**src/rtl/multicycle_controller.sv**
```systemverilog
// Multicycle RISC-V control sequencer: steps each instruction through
// FETCH/DECODE/EXECUTE/MEMORY/WRITEBACK and drives datapath enables one phase at a time.
module multicycle_controller #(
    parameter int unsigned COUNTER_WIDTH = 32
) (
    input  logic                     clk,
    input  logic                     reset,
    input  logic [6:0]               opcode,
    input  logic                     fetch_ack,
    input  logic                     mem_ack,
    input  logic                     branch_taken,
    output logic                     fetch_req,
    output logic                     ir_write,
    output logic                     pc_write,
    output logic                     pc_source,
    output logic                     mem_req,
    output logic                     memory_read,
    output logic                     memory_write,
    output logic                     memory_to_register,
    output logic                     alu_source,
    output logic [3:0]               alu_option,
    output logic [1:0]               AuipcLui,
    output logic                     branch,
    output logic                     register_write,
    output logic                     illegal_instr,
    output logic [COUNTER_WIDTH-1:0] instret
);

    localparam logic [2:0] StFetch     = 3'd0;
    localparam logic [2:0] StDecode    = 3'd1;
    localparam logic [2:0] StExecute   = 3'd2;
    localparam logic [2:0] StMemory    = 3'd3;
    localparam logic [2:0] StWriteback = 3'd4;

    localparam logic [2:0] ClsLoad    = 3'd0;
    localparam logic [2:0] ClsItype   = 3'd1;
    localparam logic [2:0] ClsAuipc   = 3'd2;
    localparam logic [2:0] ClsStore   = 3'd3;
    localparam logic [2:0] ClsRtype   = 3'd4;
    localparam logic [2:0] ClsLui     = 3'd5;
    localparam logic [2:0] ClsBranch  = 3'd6;
    localparam logic [2:0] ClsIllegal = 3'd7;

    logic [2:0]               state_q, state_d;
    logic [6:0]               opcode_q;
    logic [2:0]               class_q;
    logic [2:0]               class_in;
    logic [3:0]               key_in;
    logic [COUNTER_WIDTH-1:0] instret_q;
    logic                     retire;

    // Bits outside the class key carry no control meaning here.
    logic unused_opcode_bits;
    assign unused_opcode_bits = ^{opcode[3], opcode[1:0], opcode_q[3], opcode_q[1:0]};

    assign key_in = {opcode[6:4], opcode[2]};

    always_comb begin
        case (key_in)
            4'b0000: class_in = ClsLoad;
            4'b0010: class_in = ClsItype;
            4'b0011: class_in = ClsAuipc;
            4'b0100: class_in = ClsStore;
            4'b0110: class_in = ClsRtype;
            4'b0111: class_in = ClsLui;
            4'b1100: class_in = ClsBranch;
            default: class_in = ClsIllegal;
        endcase
    end

    always_comb begin
        fetch_req          = 1'b0;
        ir_write           = 1'b0;
        pc_write           = 1'b0;
        pc_source          = 1'b0;
        mem_req            = 1'b0;
        memory_read        = 1'b0;
        memory_write       = 1'b0;
        memory_to_register = 1'b0;
        alu_source         = 1'b0;
        alu_option         = 4'b0000;
        AuipcLui           = 2'b00;
        branch             = 1'b0;
        register_write     = 1'b0;
        illegal_instr      = 1'b0;
        retire             = 1'b0;
        state_d            = state_q;

        // Everything stays quiet during reset so no write escapes an abandoned instruction.
        if (!reset) begin
            AuipcLui   = 2'b10;
            alu_option = {opcode_q[6:4], opcode_q[2]};
            case (state_q)
                StFetch: begin
                    fetch_req = 1'b1;
                    if (fetch_ack) begin
                        ir_write = 1'b1;
                        state_d  = StDecode;
                    end
                end
                StDecode: begin
                    if (class_in == ClsIllegal) begin
                        illegal_instr = 1'b1;
                        pc_write      = 1'b1;
                        state_d       = StFetch;
                    end else begin
                        state_d = StExecute;
                    end
                end
                StExecute: begin
                    state_d = StWriteback;
                    case (class_q)
                        ClsLoad, ClsStore: begin
                            alu_source = 1'b1;
                            state_d    = StMemory;
                        end
                        ClsItype: alu_source = 1'b1;
                        ClsAuipc: begin
                            alu_source = 1'b1;
                            AuipcLui   = 2'b00;
                        end
                        ClsLui: begin
                            alu_source = 1'b1;
                            AuipcLui   = 2'b01;
                        end
                        ClsBranch: begin
                            branch    = 1'b1;
                            pc_write  = 1'b1;
                            pc_source = branch_taken;
                            retire    = 1'b1;
                            state_d   = StFetch;
                        end
                        default: ;
                    endcase
                end
                StMemory: begin
                    mem_req      = 1'b1;
                    memory_read  = (class_q == ClsLoad);
                    memory_write = (class_q == ClsStore);
                    if (mem_ack) begin
                        if (class_q == ClsLoad) begin
                            state_d = StWriteback;
                        end else begin
                            pc_write = 1'b1;
                            retire   = 1'b1;
                            state_d  = StFetch;
                        end
                    end
                end
                StWriteback: begin
                    register_write     = 1'b1;
                    memory_to_register = (class_q == ClsLoad);
                    pc_write           = 1'b1;
                    retire             = 1'b1;
                    state_d            = StFetch;
                end
                default: state_d = StFetch;
            endcase
        end
    end

    assign instret = reset ? '0 : instret_q;

    always_ff @(posedge clk) begin
        if (reset) begin
            state_q   <= StFetch;
            opcode_q  <= 7'd0;
            class_q   <= ClsLoad;
            instret_q <= '0;
        end else begin
            state_q <= state_d;
            if (state_q == StDecode) begin
                opcode_q <= opcode;
                class_q  <= class_in;
            end
            if (retire) begin
                instret_q <= instret_q + COUNTER_WIDTH'(1);
            end
        end
    end

endmodule

```
**config.mk**
```make
export PLATFORM = sky130hd
export DESIGN_NAME = multicycle_controller
export DESIGN_NICKNAME = d
export VERILOG_FILES = /design/src/rtl/multicycle_controller.sv
export SDC_FILE = /design/constraint.sdc
export NUM_CORES = 1
export LEC_CHECK = 0
export ABC_AREA = 0
export CAP_MARGIN = 20
export CORE_MARGIN = 2
export CORE_UTILIZATION = 30
export CTS_CLUSTER_DIAMETER = 80
export DETAILED_ROUTE_END_ITERATION = 8
export GPL_TIMING_DRIVEN = 0
export PLACE_DENSITY_LB_ADDON = 0.15
export SYNTH_ARGS = -nofsm -noshare
export SYNTH_HDL_FRONTEND = slang
export SYNTH_SLANG_ARGS = --single-unit
```
**constraint.sdc**
```tcl
create_clock -name clk -period 2.2 [get_ports clk]
set_input_delay 0.22 -clock clk [delete_from_list [all_inputs] [get_ports clk]]
set_output_delay 0.22 -clock clk [all_outputs]
set_load 0.01 [all_outputs]
```
After elaboration in Yosys (flattened, before gate mapping):

Index checks and enable logic that the tools add are counted.

* logic and storage cells: 74
* bits of input ports: 12
* output and inout bits: 50
* flip-flop bits (word level): 45

* $add $sub $neg: 1
* multiplexer cells: 45
* equality and inequality tests: 18
* reduce and logical (&&, ||, !) cells: 6

Operator list (count)
* adder 32 x 1 -> 32 bit, second input constant: 1
* two-way mux 32 bit: 1
* two-way mux 1 bit: 31
* one-hot mux 3 bit (7 select lines): 1
* equality test 3 x 2 -> 1 bit, second input constant: 4
* equality test 3 bit, second input constant: 4
* equality test 4 x 3 -> 1 bit, second input constant: 3
* one-hot mux 3 bit (4 select lines): 1
* two-way mux 3 bit: 3
* equality test 4 x 2 -> 1 bit, second input constant: 2
* equality test 3 x 1 -> 1 bit, second input constant: 2
* zero test 3 bit: 2
* two-way mux 2 bit: 3
* one-hot mux 3 bit (2 select lines): 1
* OR reduction 5 bit: 1
* equality test 4 bit, second input constant: 1
* zero test 4 bit: 1
* two-way mux 4 bit: 1
* != test 2 bit, second input constant: 2
* one-hot mux 1 bit (4 select lines): 1
* one-hot mux 2 bit (2 select lines): 1
* one-hot mux 1 bit (3 select lines): 1
* AND reduction 2 bit: 1
* OR reduction 2 bit: 1

Depth between registers and ports, before layout:

Gate-level depths: netlist of run 1.

* depth after elaboration: 6
* gate-level depth with buffers: 7
* gate-level depth less buffers: 5

Worst setup path before layout of run 1:

No wires, ideal clock.

* path type: register -> output
* start point: register state_q[2]
* end point: output port pc_write
* stages on the path, launching flop included: 6
* data required time: 1980 ps
* buffers on the path: 2
* path slack: 407 ps
* arrival: 1573 ps
* path through: dfxtp_1 > buf_2 > or3b_2 > clkbuf_1 > nor3_1 > o21bai_1

* word-level cells in the longest chain between the ends: 3
* elaborated cells between the ends (all ways): 6
* those cells by class: 4 x eq/ne; 2 x mux

RTL lines
* start: declaration: line 44 `logic [2:0] state_q, state_d;`
* start signal: assignment: line 166 `state_q <= StFetch;`
* start signal: assignment: line 171 `state_q <= state_d;`
* equality test 3 bit, or another cell as far along: line 93 `case (state_q)`
* one-hot mux 1 bit (4 select lines) (*): line 93
* two-way mux 1 bit (*): line 90 `if (!reset) begin`
* end: declaration: line 14 `output logic pc_write,`

Mark *: on every way between the ends. The rest lies on a longest branch, timed or not.

Final worst setup path of run 1:

* start point: register state_q[0]
* end point: output port AuipcLui[1]

* word-level cells in the longest chain between the ends: 3

RTL lines
* equality test 3 x 2 -> 1 bit: line 93
* two-way mux 2 bit: line 93
* two-way mux 2 bit: line 90
* end: declaration: line 22 `output logic [1:0] AuipcLui,`

No other way between the ends.

==> run metrics, run 1 <==
status finished clean; first drt pass iteration count 4; total CTS buffers 5; wire per inst between 10 and 15 µm; Worst R2R Setup Slack roughly 210 ps; number of global-route vias before repair between 2000 and 2500; skew final just over 10 ps; ys async rst share 0%; area delta synth->final 36.8%; R2R Path End instret_q[18]; most used flip-flop cell after synthesis dfxtp_1; Mapped Nets 323; I/O Pins between 60 and 70; setup tns final 0 ps; headroom to the max-slew limit between 30% and 40%; DRT antenna net count 0; Routed WL 6610 µm; CTS Hold Bufs 0; Filler cells around 830; final hold violation count 0; Final Critical Period between 2000 and 2500 ps; worst reg-to-reg path cell count 7; maxcap violations 0; commonest cells after routing, fill and taps aside clkdlybuf4s50_1, dfxtp_1, nor2b_1, nand2_1, nor2_1; Yosys Warn Count 0; number of DRC markers in iteration 0 ~100; final setup violation count 0; largest net degree at the start of global routing 13; final antenna diode count 0; Avg Inst Size Synth between 7 and 8 µm²; most common cell after layout, fill and taps aside clkdlybuf4s50_1; fraction of layout cells with a size suffix above 1 between 10% and 20%; Setup CP Type reg -> out; Placeable Area 7770 µm²; Post-synth EDFFs 0; Worst Setup SP state_q[0]; crit path max fanout 10; CTS HTree Levels 2; DR vias ~2400; Die ar. approximately 8800 µm²; CP Launch Type flop; post-synthesis sequential area ratio roughly a third; Gate Count Post-Synth 310; Max Clock Freq approximately 470 MHz; GPL Wtd Cong around 0.80; Tcrit/Tclk final 96.7%; CTS tree built; Yosys cell types 47; Cell Area, Synth roughly 2400 µm²; Starting Density a little under a third; crit path to AuipcLui[1]; r2r startpoint state_q[0]; pre-CTS WS -798 ps; post-DR vias/cell 4.99; grt ovf 0; Req. time, crit path about 2000 ps; Pleak between 1 and 1.5 nW; maximum root-to-sink buffer count 2; HP Class reg -> reg; Detailed Place HPWL around 4800 µm; Clock Sinks 42; Worst Slack Setup Final about 73 ps; die width approximately 94 µm; initial antenna violation count 0; clock transition at the registers of the reported paths 80 ps; DR DRC count 0; clock root cell clkbuf_8; RSZ-0062 raised after global routing true; # rows 32; Worst-Margin Slew roughly 900 ps; Pwr Density approximately 450 nW/µm²; clk_lat worst skew 290 ps; VDD IR max about 0.26 mV; Tot GR Track Use between 15 and 20%; CP endpoint kind primary output; port bufs 58; first-pass GRT wire length around 11000 µm; nets 390; Chip Height ~94 µm; #FFs+latches synth 42; critical path arrival 1910 ps; Slew Viols, Final 0
routing by layer:
layer	routed length, µm	vias to the layer above	global-route usage [%]	part of all wire [%]
met5	0	-	0	0
met4	44	0	3.62	0.67
met3	240	4	2.89	3.6
met2	2990	55	23.9	45
met1	3340	1102	21.8	50
li1	-	1234	-	-
layout make-up:
cell class	count	area [µm²]	area share, %
plain buffers	17	115	3.46
inverters	6	22.5	0.677
well taps	102	128	3.84
clock inverters	1	5.00	0.151
multi-input cells	244	1520	45.8
clock buffers	7	86.3	2.60
flip-flops and latches	42	842	25.3
repair buffers	61	604	18.2
how the worst min path moves through the flow:
| stage | startpoint | end | slack [ps] | cells after the start |
|---|---|---|---|---|
| after floorplan | opcode[2] | opcode_q[2] | 360 | 2 |
| after global placement | opcode_q[5] | opcode_q[5] | 440 | 2 |
| after detailed placement | opcode_q[5] | opcode_q[5] | 450 | 2 |
| after CTS | reset | instret_q[26] | 450 | 3 |
| after global routing | reset | instret_q[26] | 460 | 3 |
| final | opcode_q[4] | opcode_q[4] | 460 | 2 |
Yosys cell counts, types with 2 or more instances:
cell type,count,area [µm²]
a21oi_1,25,125
buf_4,2,15.0
mux2_2,2,22.5
xnor2_1,2,17.5
o31ai_1,2,15.0
o2111ai_2,2,30.0
nand2_1,30,113
nor2_1,29,109
dfxtp_1,42,841
o21bai_1,2,15.0
o21ai_0,20,100
or4_1,8,60.1
nand3_1,8,40.0
buf_2,3,15.0
and3_1,7,43.8
and2_1,2,12.5
xor2_1,10,87.6
inv_1,6,22.5
nand4_1,4,25.0
a2111oi_0,2,17.5
or3_1,11,68.8
nor3_1,9,45.0
o211ai_1,3,22.5
nand2b_1,4,25.0
nor4_1,2,12.5
clkbuf_1,12,45.0
and4_1,4,35.0
o2111ai_1,3,26.3
nor2b_1,36,225
state kept, by name, summed over array words and instances (netlist names):
register	cells
class_q	3
state_q	3
instret_q	32
opcode_q	4
critical path, cell delays in order, from the launching register on:
cell and delay (ps):
dfxtp_1 470, clkbuf_1 360, nor2_1 90, a21oi_1 140
clkdlybuf4s50_1 550
where the power goes:
part,internal (mW),switching [mW]
logic,0.0813,0.106
registers,0.773,0.0133
clock network,0.254,0.265
stage by stage:
stage	std cells	util, %	total power [mW]	hold WS, ps	instance area (µm²)
after floorplan	310	-	0.906	356	2430
after global placement	470	40.4	0.979	440	3140
after detailed placement	470	40.4	0.980	445	3140
after CTS	478	42.2	1.51	454	3280
after global routing	480	42.8	1.57	460	3320
final	480	42.8	1.49	461	3320
kinds of logic (layout without fill, tap and decap cells):
kind of cell / after synthesis / after routing / share of synthesized area [%]
AO/OA/AOI/OAI: 63 / 63 / 16.0
XOR/XNOR: 12 / 12 / 4.33
adder cells (fa/ha/maj): 1 / 1 / 0.515
buffers and inverters: 24 / 92 / 4.48
flip-flops: 42 / 42 / 34.6
multiplexers: 3 / 3 / 1.39
AND/OR/NAND/NOR: 165 / 165 / 38.7
what timing repair did:
item,4_1_cts,5_1_grt
pin swaps,1,1
gates resized for setup,26,9
setup buffers,1,2
setup endpoints to repair,42,13
gates cloned,0,0
Note: power is estimated with default switching activity, not from simulation.
==> run 2: changes to the inputs <==
Settings changed: GPL_ROUTABILITY_DRIVEN set to 0.
==> results of run 2 <==
The final DEF is identical to that of run 1; final timing and power are the same.
==> run 3: changes to the inputs <==
Settings changed: CORE_MARGIN 2 to not set, CTS_CLUSTER_DIAMETER 80 to 200.
==> run metrics, run 3 (same netlist as run 1, synthesis figures left out) <==
status finished clean; area delta synth->final 36.9% (about the same); CP cell instances buf_4, nand4bb_1, or2_2, nor2_1, clkdlybuf4s50_1; Worst Slack Setup Final 98.0 ps (+25.0 ps); Detailed Place HPWL 4700 µm (-2.8%); clock root cell clkbuf_8; die width 92.0 µm (-2.1%); slowest stage cell, crit path clkdlybuf4s50_1; DR vias 2393 (-0.084%); largest net degree at the start of global routing 14 (+1); CTS tree built; clock share of power 35.9% (+1.2 points); number of global-route vias before repair 2086 (-3.2%); DR DRC count 0 (unchanged); Starting Density 31.3% (unchanged); number of DRC markers in iteration 0 82 (-21%); CP endpoint kind primary output; headroom to the max-slew limit 38.7% (-1.1 points); Pwr Density 458 nW/µm² (+2.2%); Worst-Margin Slew 918 ps (+16.0 ps); largest reg by FF count instret_q; port bufs 58 (unchanged); Worst Setup SP class_q[2]; maxcap violations 0 (unchanged); R2R Path End instret_q[28]; HP Class in -> reg; CTS Hold Bufs 0 (unchanged); clock transition at the registers of the reported paths 90 ps (about the same); Tot GR Track Use 15.6% (+0.29 points); initial antenna violation count 0 (unchanged); DR WL met3 270 µm (+13%); commonest cells after routing, fill and taps aside clkdlybuf4s50_1, dfxtp_1, nor2b_1, nand2_1, nor2_1; maximum root-to-sink buffer count 2 (unchanged); max reg flops 32 (unchanged); skew final 13.9 ps (+3.74 ps); post-DR vias/cell 5.01 (+0.33%); nets 388 (-0.51%); CTS HTree Levels 2 (unchanged); P_sw 414 µW (+7.9%); Routed WL 6590 µm (-0.41%); first-pass GRT wire length 10400 µm (-2.6%); Top Registers instret_q: 32 flops, opcode_q: 4 flops; Post-Route M1 WL 3360 µm (+0.51%); slowest stage delay, CP 540 ps (about the same); Setup CP Type reg -> out; Die ar. 8460 µm² (-4.2%); Max Clock Freq 476 MHz (+1.2%); internal cell power 1.11 mW (+0.24%); fraction of layout cells with a size suffix above 1 12.2% (+0.86 points); critical path arrival 1880 ps (-30 ps); Hold Crit Start reset; switching portion of total power 27.2% (+1.4 points); Pleak 1.23 nW (-1.4%); crit path max fanout 9 (-1); Final Critical Period 2100 ps (-25.0 ps); stages on the worst setup path 5 (+1); final setup violation count 0 (unchanged); Chip Height 92.0 µm (-2.1%); delay-heaviest family, CP buffers and inverters; Tcrit/Tclk final 95.5% (-1.1 points); pre-CTS WS -793 ps (+4.99 ps); wire per inst 13.8 µm (about the same); final antenna diode count 0 (unchanged); Clock Sinks 42 (unchanged); Worst Path Buf+Inv 2 (unchanged); VDD IR max 0.265 mV (+3.2%); most common cell after layout, fill and taps aside clkdlybuf4s50_1; final hold violation count 0 (unchanged); met2 wire length 2910 µm (-2.5%); worst reg-to-reg path cell count 6 (-1); Req. time, crit path 1980 ps (about the same); clk_lat worst skew 310 ps (+20 ps); first drt pass iteration count 4 (unchanged); Comb power frac 12.6% (about the same); Flop pwr share 51.5% (-1.2 points); setup tns final 0 ps (unchanged); CP Launch Type flop; top layer in use met4; Slew Viols, Final 0 (unchanged); Worst R2R Setup Slack 170 ps (-40 ps); grt ovf 0 (unchanged); r2r startpoint state_q[2]; # rows 32 (unchanged); Placeable Area 7770 µm² (unchanged); total CTS buffers 5 (unchanged); crit path to AuipcLui[0]; I/O Pins 62 (unchanged); DRT antenna net count 0 (unchanged)
run 3: routing by layer:
layer	vias up	GRT usage (%)
met5	-	0
met4	0	4.30
met3	4	2.49
met2	60	23.5
met1	1102	22.8
li1	1227	-
run 3: final cells by class:
type	count	area, µm²
Clock buffer	6	82.6
Sequential cell	42	842
Timing Repair Buffer	59	587
Buffer	17	129
Tap cell	102	128
Inverter	6	22.5
Clock inverter	2	12.5
Multi-Input combinational cell	244	1520
Fill cell	826	4440
run 3: worst min-delay path by stage:
stage	slack, ps	cells after the start	end
final	450	3	instret_q[26]
after global routing	470	3	instret_q[24]
after CTS	440	3	instret_q[26]
after detailed placement	440	2	opcode_q[6]
after global placement	440	2	opcode_q[6]
after floorplan	360	2	opcode_q[2]
run 3: timing repair:
| action | in CTS | in global routing |
|---|---|---|
| gates resized for setup | 30 | 10 |
| buffers inserted | 1 | 0 |
| pin swaps | 1 | 1 |
| endpoints found under the setup margin | 46 | 15 |
| hold endpoints to repair | 0 | 0 |
run 3: metrics by stage:
step / total power [mW] / instances / utilization (%) / cell area, µm² / hold WS, ps
2_1_floorplan: 0.906 / 310 / - / 2430 / 356
3_3_place_gp: 0.979 / 470 / 40.4 / 3140 / 439
3_5_place_dp: 0.980 / 470 / 40.4 / 3140 / 445
4_1_cts: 1.53 / 478 / 42.5 / 3300 / 443
5_1_grt: 1.58 / 478 / 42.8 / 3330 / 467
6_report: 1.52 / 478 / 42.8 / 3330 / 446
run 3: worst reg2reg max path, cell delays in order (launching register included):
cell       delay (ps)
dfxtp_1           330
buf_2             190
nor3b_2           290
buf_4             240
o2111ai_2         290
nor3_1            240
mux2_1            330
run 3: power groups by stage:
stage | combinational [mW] | sequential, mW | clock [mW]
after floorplan | 0.107 | 0.799 | 0
after CTS | 0.190 | 0.785 | 0.558
after global placement | 0.178 | 0.801 | 0
after detailed placement | 0.178 | 0.802 | 0
after global routing | 0.208 | 0.788 | 0.588
final | 0.192 | 0.786 | 0.548
